<file path="config.mk">
export PLATFORM = sky130hd
export DESIGN_NAME = lsu_mem_req
export DESIGN_NICKNAME = d
export VERILOG_FILES = /design/src/rtl/lsu_mem_req.sv
export SDC_FILE = /design/constraint.sdc
export NUM_CORES = 1
export LEC_CHECK = 0
export BUFFER_PORTS_ARGS = -buffer_cell sky130_fd_sc_hd__clkbuf_2
export CORE_AREA = 2 2 182 184
export CTS_BUF_LIST = sky130_fd_sc_hd__clkbuf_4
export CTS_CLUSTER_DIAMETER = 100
export CTS_CLUSTER_SIZE = 20
export DETAILED_ROUTE_END_ITERATION = 7
export DIE_AREA = 0 0 184 186
export PLACE_DENSITY_LB_ADDON = 0.15
export SYNTH_ARGS = -nofsm -noshare
export SYNTH_HDL_FRONTEND = slang
export SYNTH_SLANG_ARGS = --single-unit
</file>
<file path="constraint.sdc">
create_clock -name clk -period 7.9 [get_ports clk]
set_input_delay 0.395 -clock clk [delete_from_list [all_inputs] [get_ports clk]]
set_output_delay 0.395 -clock clk [all_outputs]
set_load 0.02 [all_outputs]
</file>
<file path="src/rtl/lsu_mem_req.sv">
// Load/store initiator: takes one pipeline request at a time, drives the memory
// responder with registered strobes, and returns an aligned, extended response.
module lsu_mem_req #(
    parameter int unsigned XLEN  = 64,
    parameter int unsigned WDT_W = 4
) (
    input  logic             clk,
    input  logic             rst,
    input  logic             req_valid,
    output logic             req_ready,
    input  logic             req_is_load,
    input  logic             req_is_store,
    input  logic [XLEN-1:0]  req_addr,
    input  logic [XLEN-1:0]  req_wdata,
    input  logic [WDT_W-1:0] req_wdt,
    input  logic             req_signed,
    output logic             resp_valid,
    input  logic             resp_ready,
    output logic [XLEN-1:0]  resp_rdata,
    output logic             resp_err,
    output logic [XLEN-1:0]  mem_raddr,
    output logic [XLEN-1:0]  mem_waddr,
    output logic [XLEN-1:0]  mem_wdata,
    output logic             mem_ren,
    output logic             mem_wen,
    output logic [WDT_W-1:0] wdt_op,
    input  logic [XLEN-1:0]  mem_rdata
);

    localparam logic [WDT_W-1:0] WDT8  = WDT_W'(4'b0001);
    localparam logic [WDT_W-1:0] WDT16 = WDT_W'(4'b0010);
    localparam logic [WDT_W-1:0] WDT32 = WDT_W'(4'b0100);
    localparam logic [WDT_W-1:0] WDT64 = WDT_W'(4'b1000);

    typedef enum logic [2:0] {
        IDLE     = 3'd0,
        RD_ISSUE = 3'd1,
        RD_DATA  = 3'd2,
        WR       = 3'd3,
        RESP     = 3'd4
    } state_t;

    state_t            state_q;
    state_t            state_d;
    logic              signed_q;
    logic [2:0]        align_mask_c;
    logic              bad_req_c;
    logic [XLEN-1:0]   ext_rdata_c;

    // Request legality: one-hot width, exactly one of load/store, natural alignment
    always_comb begin
        align_mask_c = 3'd0;
        case (req_wdt)
            WDT16:   align_mask_c = 3'd1;
            WDT32:   align_mask_c = 3'd3;
            WDT64:   align_mask_c = 3'd7;
            default: align_mask_c = 3'd0;
        endcase
        bad_req_c = !$onehot(req_wdt)
                  || (req_is_load == req_is_store)
                  || (|(req_addr[2:0] & align_mask_c));
    end

    // Sign extension of the zero-extended read data, keyed off the held width
    always_comb begin
        ext_rdata_c = mem_rdata;
        if (signed_q) begin
            case (wdt_op)
                WDT8:    ext_rdata_c = {{(XLEN-8){mem_rdata[7]}},   mem_rdata[7:0]};
                WDT16:   ext_rdata_c = {{(XLEN-16){mem_rdata[15]}}, mem_rdata[15:0]};
                WDT32:   ext_rdata_c = {{(XLEN-32){mem_rdata[31]}}, mem_rdata[31:0]};
                default: ext_rdata_c = mem_rdata;
            endcase
        end
    end

    always_comb begin
        state_d = state_q;
        case (state_q)
            IDLE: begin
                if (req_valid) begin
                    if (bad_req_c)        state_d = RESP;
                    else if (req_is_load) state_d = RD_ISSUE;
                    else                  state_d = WR;
                end
            end
            RD_ISSUE: state_d = RD_DATA;
            RD_DATA:  state_d = RESP;
            WR:       state_d = RESP;
            RESP:     if (resp_ready) state_d = IDLE;
            default:  state_d = IDLE;
        endcase
    end

    always_ff @(posedge clk or posedge rst) begin
        if (rst) state_q <= IDLE;
        else     state_q <= state_d;
    end

    // Registered outputs follow the next state so strobes line up with their states
    always_ff @(posedge clk or posedge rst) begin
        if (rst) begin
            req_ready  <= 1'b0;
            resp_valid <= 1'b0;
            resp_rdata <= '0;
            resp_err   <= 1'b0;
            mem_raddr  <= '0;
            mem_waddr  <= '0;
            mem_wdata  <= '0;
            mem_ren    <= 1'b0;
            mem_wen    <= 1'b0;
            wdt_op     <= '0;
            signed_q   <= 1'b0;
        end else begin
            req_ready  <= (state_d == IDLE);
            resp_valid <= (state_d == RESP);
            mem_ren    <= (state_d == RD_ISSUE);
            mem_wen    <= (state_d == WR);
            if (state_q == IDLE && req_valid) begin
                mem_raddr <= req_addr;
                mem_waddr <= req_addr;
                mem_wdata <= req_wdata;
                wdt_op    <= req_wdt;
                signed_q  <= req_signed;
                if (bad_req_c) begin
                    resp_rdata <= '0;
                    resp_err   <= 1'b1;
                end
            end
            if (state_q == RD_DATA) begin
                resp_rdata <= ext_rdata_c;
                resp_err   <= 1'b0;
            end
            if (state_q == WR) begin
                resp_rdata <= '0;
                resp_err   <= 1'b0;
            end
        end
    end

endmodule

</file>
After elaboration in Yosys (flattened, before gate mapping)
Cells that the tools add are included.

cells by class
  add/sub/neg operators = 3
  equality and inequality tests = 15
  mux-type cells = 16
  bitwise gates (word level) = 1
  reductions and logical operators = 11

operators by type and width
  kind                                                 count
  two-way mux 64 bit                                   5
  case mux 64 bit (3 select lines)                     1
  case mux 3 bit (4 select lines)                      1
  equality test 3 x 1 -> 1 bit, second input constant  3
  equality test 3 x 2 -> 1 bit, second input constant  3
  two-way mux 3 bit                                    3
  case mux 3 bit (3 select lines)                      1
  equality test 4 x 2 -> 1 bit, second input constant  2
  equality test 4 x 3 -> 1 bit, second input constant  2
  equality test 3 bit, second input constant           2
  logical NOT 3 bit                                    2
  nonzero test 3 bit                                   2
  adder 1 x 1 -> 2 bit                                 2
  equality test 4 x 1 -> 1 bit, second input constant  1
  equality test 4 bit, second input constant           1
  two-way mux 1 bit                                    4
  adder 2 x 2 -> 3 bit                                 1
  AND 3 bit                                            1
  OR reduction 3 bit                                   1
  logical OR 1 bit                                     2
  two-way mux 2 bit                                    1
  AND reduction 2 bit                                  1
  OR reduction 2 bit                                   1
  equality test 1 bit                                  1
  other kinds (2)                                      2

word-level totals
  flip-flop bits (word level) = 205
  input port bits = 203
  word-level logic and storage cells = 57

Longest topological paths before layout
  depth after elaboration = 10
  depth in mapped cells = 10

Worst setup path before layout
No wires, ideal clock.

  path kind = input-to-reg
  from = in req_wdt[0]
  to = reg resp_rdata[0]
  library setup time = 0.066 ns
  arrival time = 2.849 ns
  data required time = 7.834 ns
  setup slack = 4.984 ns
  stages = 10
  path buffers = 1
  cells stage by stage = inv_1 -> fa_1 -> inv_1 -> ha_1 -> ha_1 -> nor3b_1 -> o211ai_1 -> a211oi_2 -> clkbuf_1 -> a22o_1

between the ends
  longest elaborated chain between the ends = 8

ends and longest elaborated chain
  item                                        line  RTL
  from (decl)                                 15    input logic [WDT_W-1:0] req_wdt,
  adder 1 x 1 -> 2 bit (not written as such)  59    bad_req_c = !$onehot(req_wdt)
  adder 2 x 2 -> 3 bit (not written as such)  59
  equality test 3 x 1 -> 1 bit                59
  logical NOT 1 bit                           59
  logical OR 1 bit                            60    || (req_is_load == req_is_store)
  logical OR 1 bit (*)                        61    || (|(req_addr[2:0] & align_mask_c));
  nonzero test 3 bit (no source line) (*)     n/a
  AND reduction 2 bit (no source line) (*)    n/a
  to (signal assigned)                        131   resp_rdata <= ext_rdata_c;
  to (decl)                                   19    output logic [XLEN-1:0] resp_rdata,

Every way passes the cells marked *; elsewhere a longest branch is shown, timed or not.
A chain may end at the register's enable or synchronous reset.

Worst setup path after layout
  from = in req_wdt[3]
  to = reg resp_rdata[29]

Same word-level chain as after synthesis.

==> results.yml <==
logic_synthesis:
  synth_largest_area_cell: "dfrtp_1"
  yosys.cell_count.top_type: "nand2_1"
  synthTopCellsByArea: "dfrtp_1 60%, nand2_1 18%, buf_4 5.6%"
  postSynthCellCount: 891
  async_flop_share_pct: 100
  syn_area_per_cell_um2: 9.58
  synth_fp_nets: 1099
  ys_ff_latch: 205
  synth.top_cell.area_share_pct: 60.1
  synth_common_cells: "401 x nand2_1, 205 x dfrtp_1, 64 x buf_4"
  yosysSeqAreaShare_pct: 60.1
  ys_types: 39
  synth_flop_cell: "dfrtp_1"
  syn_area_mm2: 0.00853
  synth_edf_count: 0
  synth_warnings: 0
detailed_routing:
  via_per_inst: 4.31
  drtIter0Drc: 234
  drt-total-wl_um: 28700
  dr.pass1.iters: 4
  drc: 0
  num_vias: 8052
  post_drt_wl_per_cell_um: 15.4
  ant_nets: 0
finish:
  fin_area_mm2: 0.0128
  area_growth_pct: 50.6
  postLayoutCoreUtil_pct: 39.9
  fill_cells: 3242
  fin_nets: 1666
  multi_input_area_mm2: 0.00270
  register_area_mm2: 0.00513
  drive_gt1_share_pct: 34.1
clocking:
  tritoncts: "yes"
  postCtsSetupBuffers: 0
  h-tree-depth: 1
  clock-sinks: 205
  clk_pin_slew_worst_paths_ns: 0.20
  hold_buffers: 192
  clock_latency_ns: 0.65
  cts.path.max_buffers: 3
  cts_resized: 0
  cts-root-buf: "clkbuf_4"
  numCtsBuffers: 14
timing:
  rsz0062_at_grt: "false"
  hold_violations: 0
  drv_slew: 0
  relSlewSlack_pct: 15.8
  setup_viol: 0
  fin_crit_sh_pct: 40.7
  final.min_clock_period_ns: 3.22
  fin_ws_ns: 4.68
  max_freq_mhz: 311
  worst_pin_slew_ns: 1.26
  finalClockSkew_ns: 0.0493
  setup_tns_ns: 0
global_routing:
  antenna_found_initial: 2
  grtUsageTotal_pct: 15.9
  grt_pass1_vias: 7980
  grt_max_degree: 94
  grt_overflow: 0
  grt_pass1_wl_um: 43300
floorplanning:
  die_area_mm2: 0.0342
  die_x_um: 184
  core_mm2: 0.0322
  rows: 66
  start_util_pct: 26.5
  die_y_um: 186
  ios: 468
worst_setup_path:
  cp_slowest_cell: "buf_4"
  path_buf_inv: 5
  cpPeakStageDelay_ns: 0.60
  crit_required_ns: 8.48
  crit_path_end_kind: "flip-flop"
  crit_path_max_fanout: 64
  worstSetupStartpointType: "input pin"
  crit_chain: "dlygate4sd3_1 > clkbuf_2 > inv_1 > fa_1 > inv_1 > ha_1 > ha_1 > nor3b_1 > o211ai_1 > a211oi_4 > buf_4 > a221o_1"
  worst_ep_arrival_time_ns: 3.80
  critPathKind: "in2reg"
  cp_top_family: "buffers and inverters"
hold_path:
  min_path_type: "in2reg"
power:
  max-vdd-ir-drop_v: 0.000166
  finalPower_mw: 3.98
  leakage_nw: 7.14
  pwr_density_cell_mw_per_mm2: 309
place:
  gp_congestion: 0.730
  io_buffers: 467
  dp_slack_ns: 4.54
  dp_hpwl_um: 19400
  placed_area_mm2: 0.0108
job:
  maxCapViolations: 0
run_status:
  status: "finished clean"
## registers in the layout (all words and copies together) (netlist names)
signal      count
req_ready       1
mem_wdata      64
resp_rdata     64
wdt_op          4
state_q         3
resp_err        1
mem_ren         1
signed_q        1
mem_waddr      64
resp_valid      1
mem_wen         1
## per-layer routing
layer / global-route usage, % / routed length [µm]
met5: 0 / 0
met4: 3.65 / 603
met3: 4.58 / 2330
met2: 28.2 / 14000
met1: 19.1 / 11800
## placed cells by master, fill, tap and decap left out, drive strengths merged, types with 3 or more instances in the layout
cell	n
o31ai	11
a221o	16
ha	4
inv	10
nand2b	3
dfrtp	205
o21ai	6
nand3b	3
nand2	401
dlygate4sd3	192
buf	9
a211oi	3
nor3	3
a22o	16
o2bb2ai	32
nor2	38
clkbuf	482
## final timing paths
check | from | slack, ns | to | cells past startpoint
max in group asynchronous | rst | 6.21 | mem_wdata[40] | 4
max reg2reg | state_q[2] | 5.10 | resp_err | 6
max | req_wdt[3] | 4.68 | resp_rdata[29] | 12
min | mem_rdata[11] | 0.09 | resp_rdata[11] | 4
min in group asynchronous | rst | 0.36 | mem_waddr[33] | 3
min reg2reg | mem_wdata[1] | 0.49 | mem_wdata[1] | 2
## power breakdown
part	internal [mW]	switching, mW
clock network	0.0931	0.337
registers	1.39	0.274
logic	0.612	1.27
total	2.10	1.88
## tightest hold or removal path, cell delays in order
cell and delay (ns):
clkbuf_2 0.09, o31ai_1 0.06, nand2_1 0.06, a22o_1 0.11
## stage by stage
step / hold slack [ns] / std cells
final: 0.0920 / 1869
after global routing: 0.0491 / 1868
after CTS: 0.00828 / 1867
after detailed placement: 0.461 / 1658
after global placement: 0.458 / 1658
after floorplan: 0.468 / 891
## cell type report
class	instances	share of cell area (%)
flip-flops and latches	205	39.9
repair buffers	668	33.7
multi-input cells	559	21.0
well taps	408	3.97
clock buffers	15	0.876
inverters	10	0.351
clock inverters	2	0.156
diodes	2	0.0390
## logic make-up after synthesis
logic type	count (synthesis)	share of synthesized area [%]
and+or+nand+nor	460	21.0
AOI/OAI and AO/OA	91	9.12
adders and majority gates	5	0.821
xor gates and xnor gates	3	0.308
DFF	205	60.1
buffers and inverters	127	8.62
Note: power is estimated with default switching activity, not from simulation.
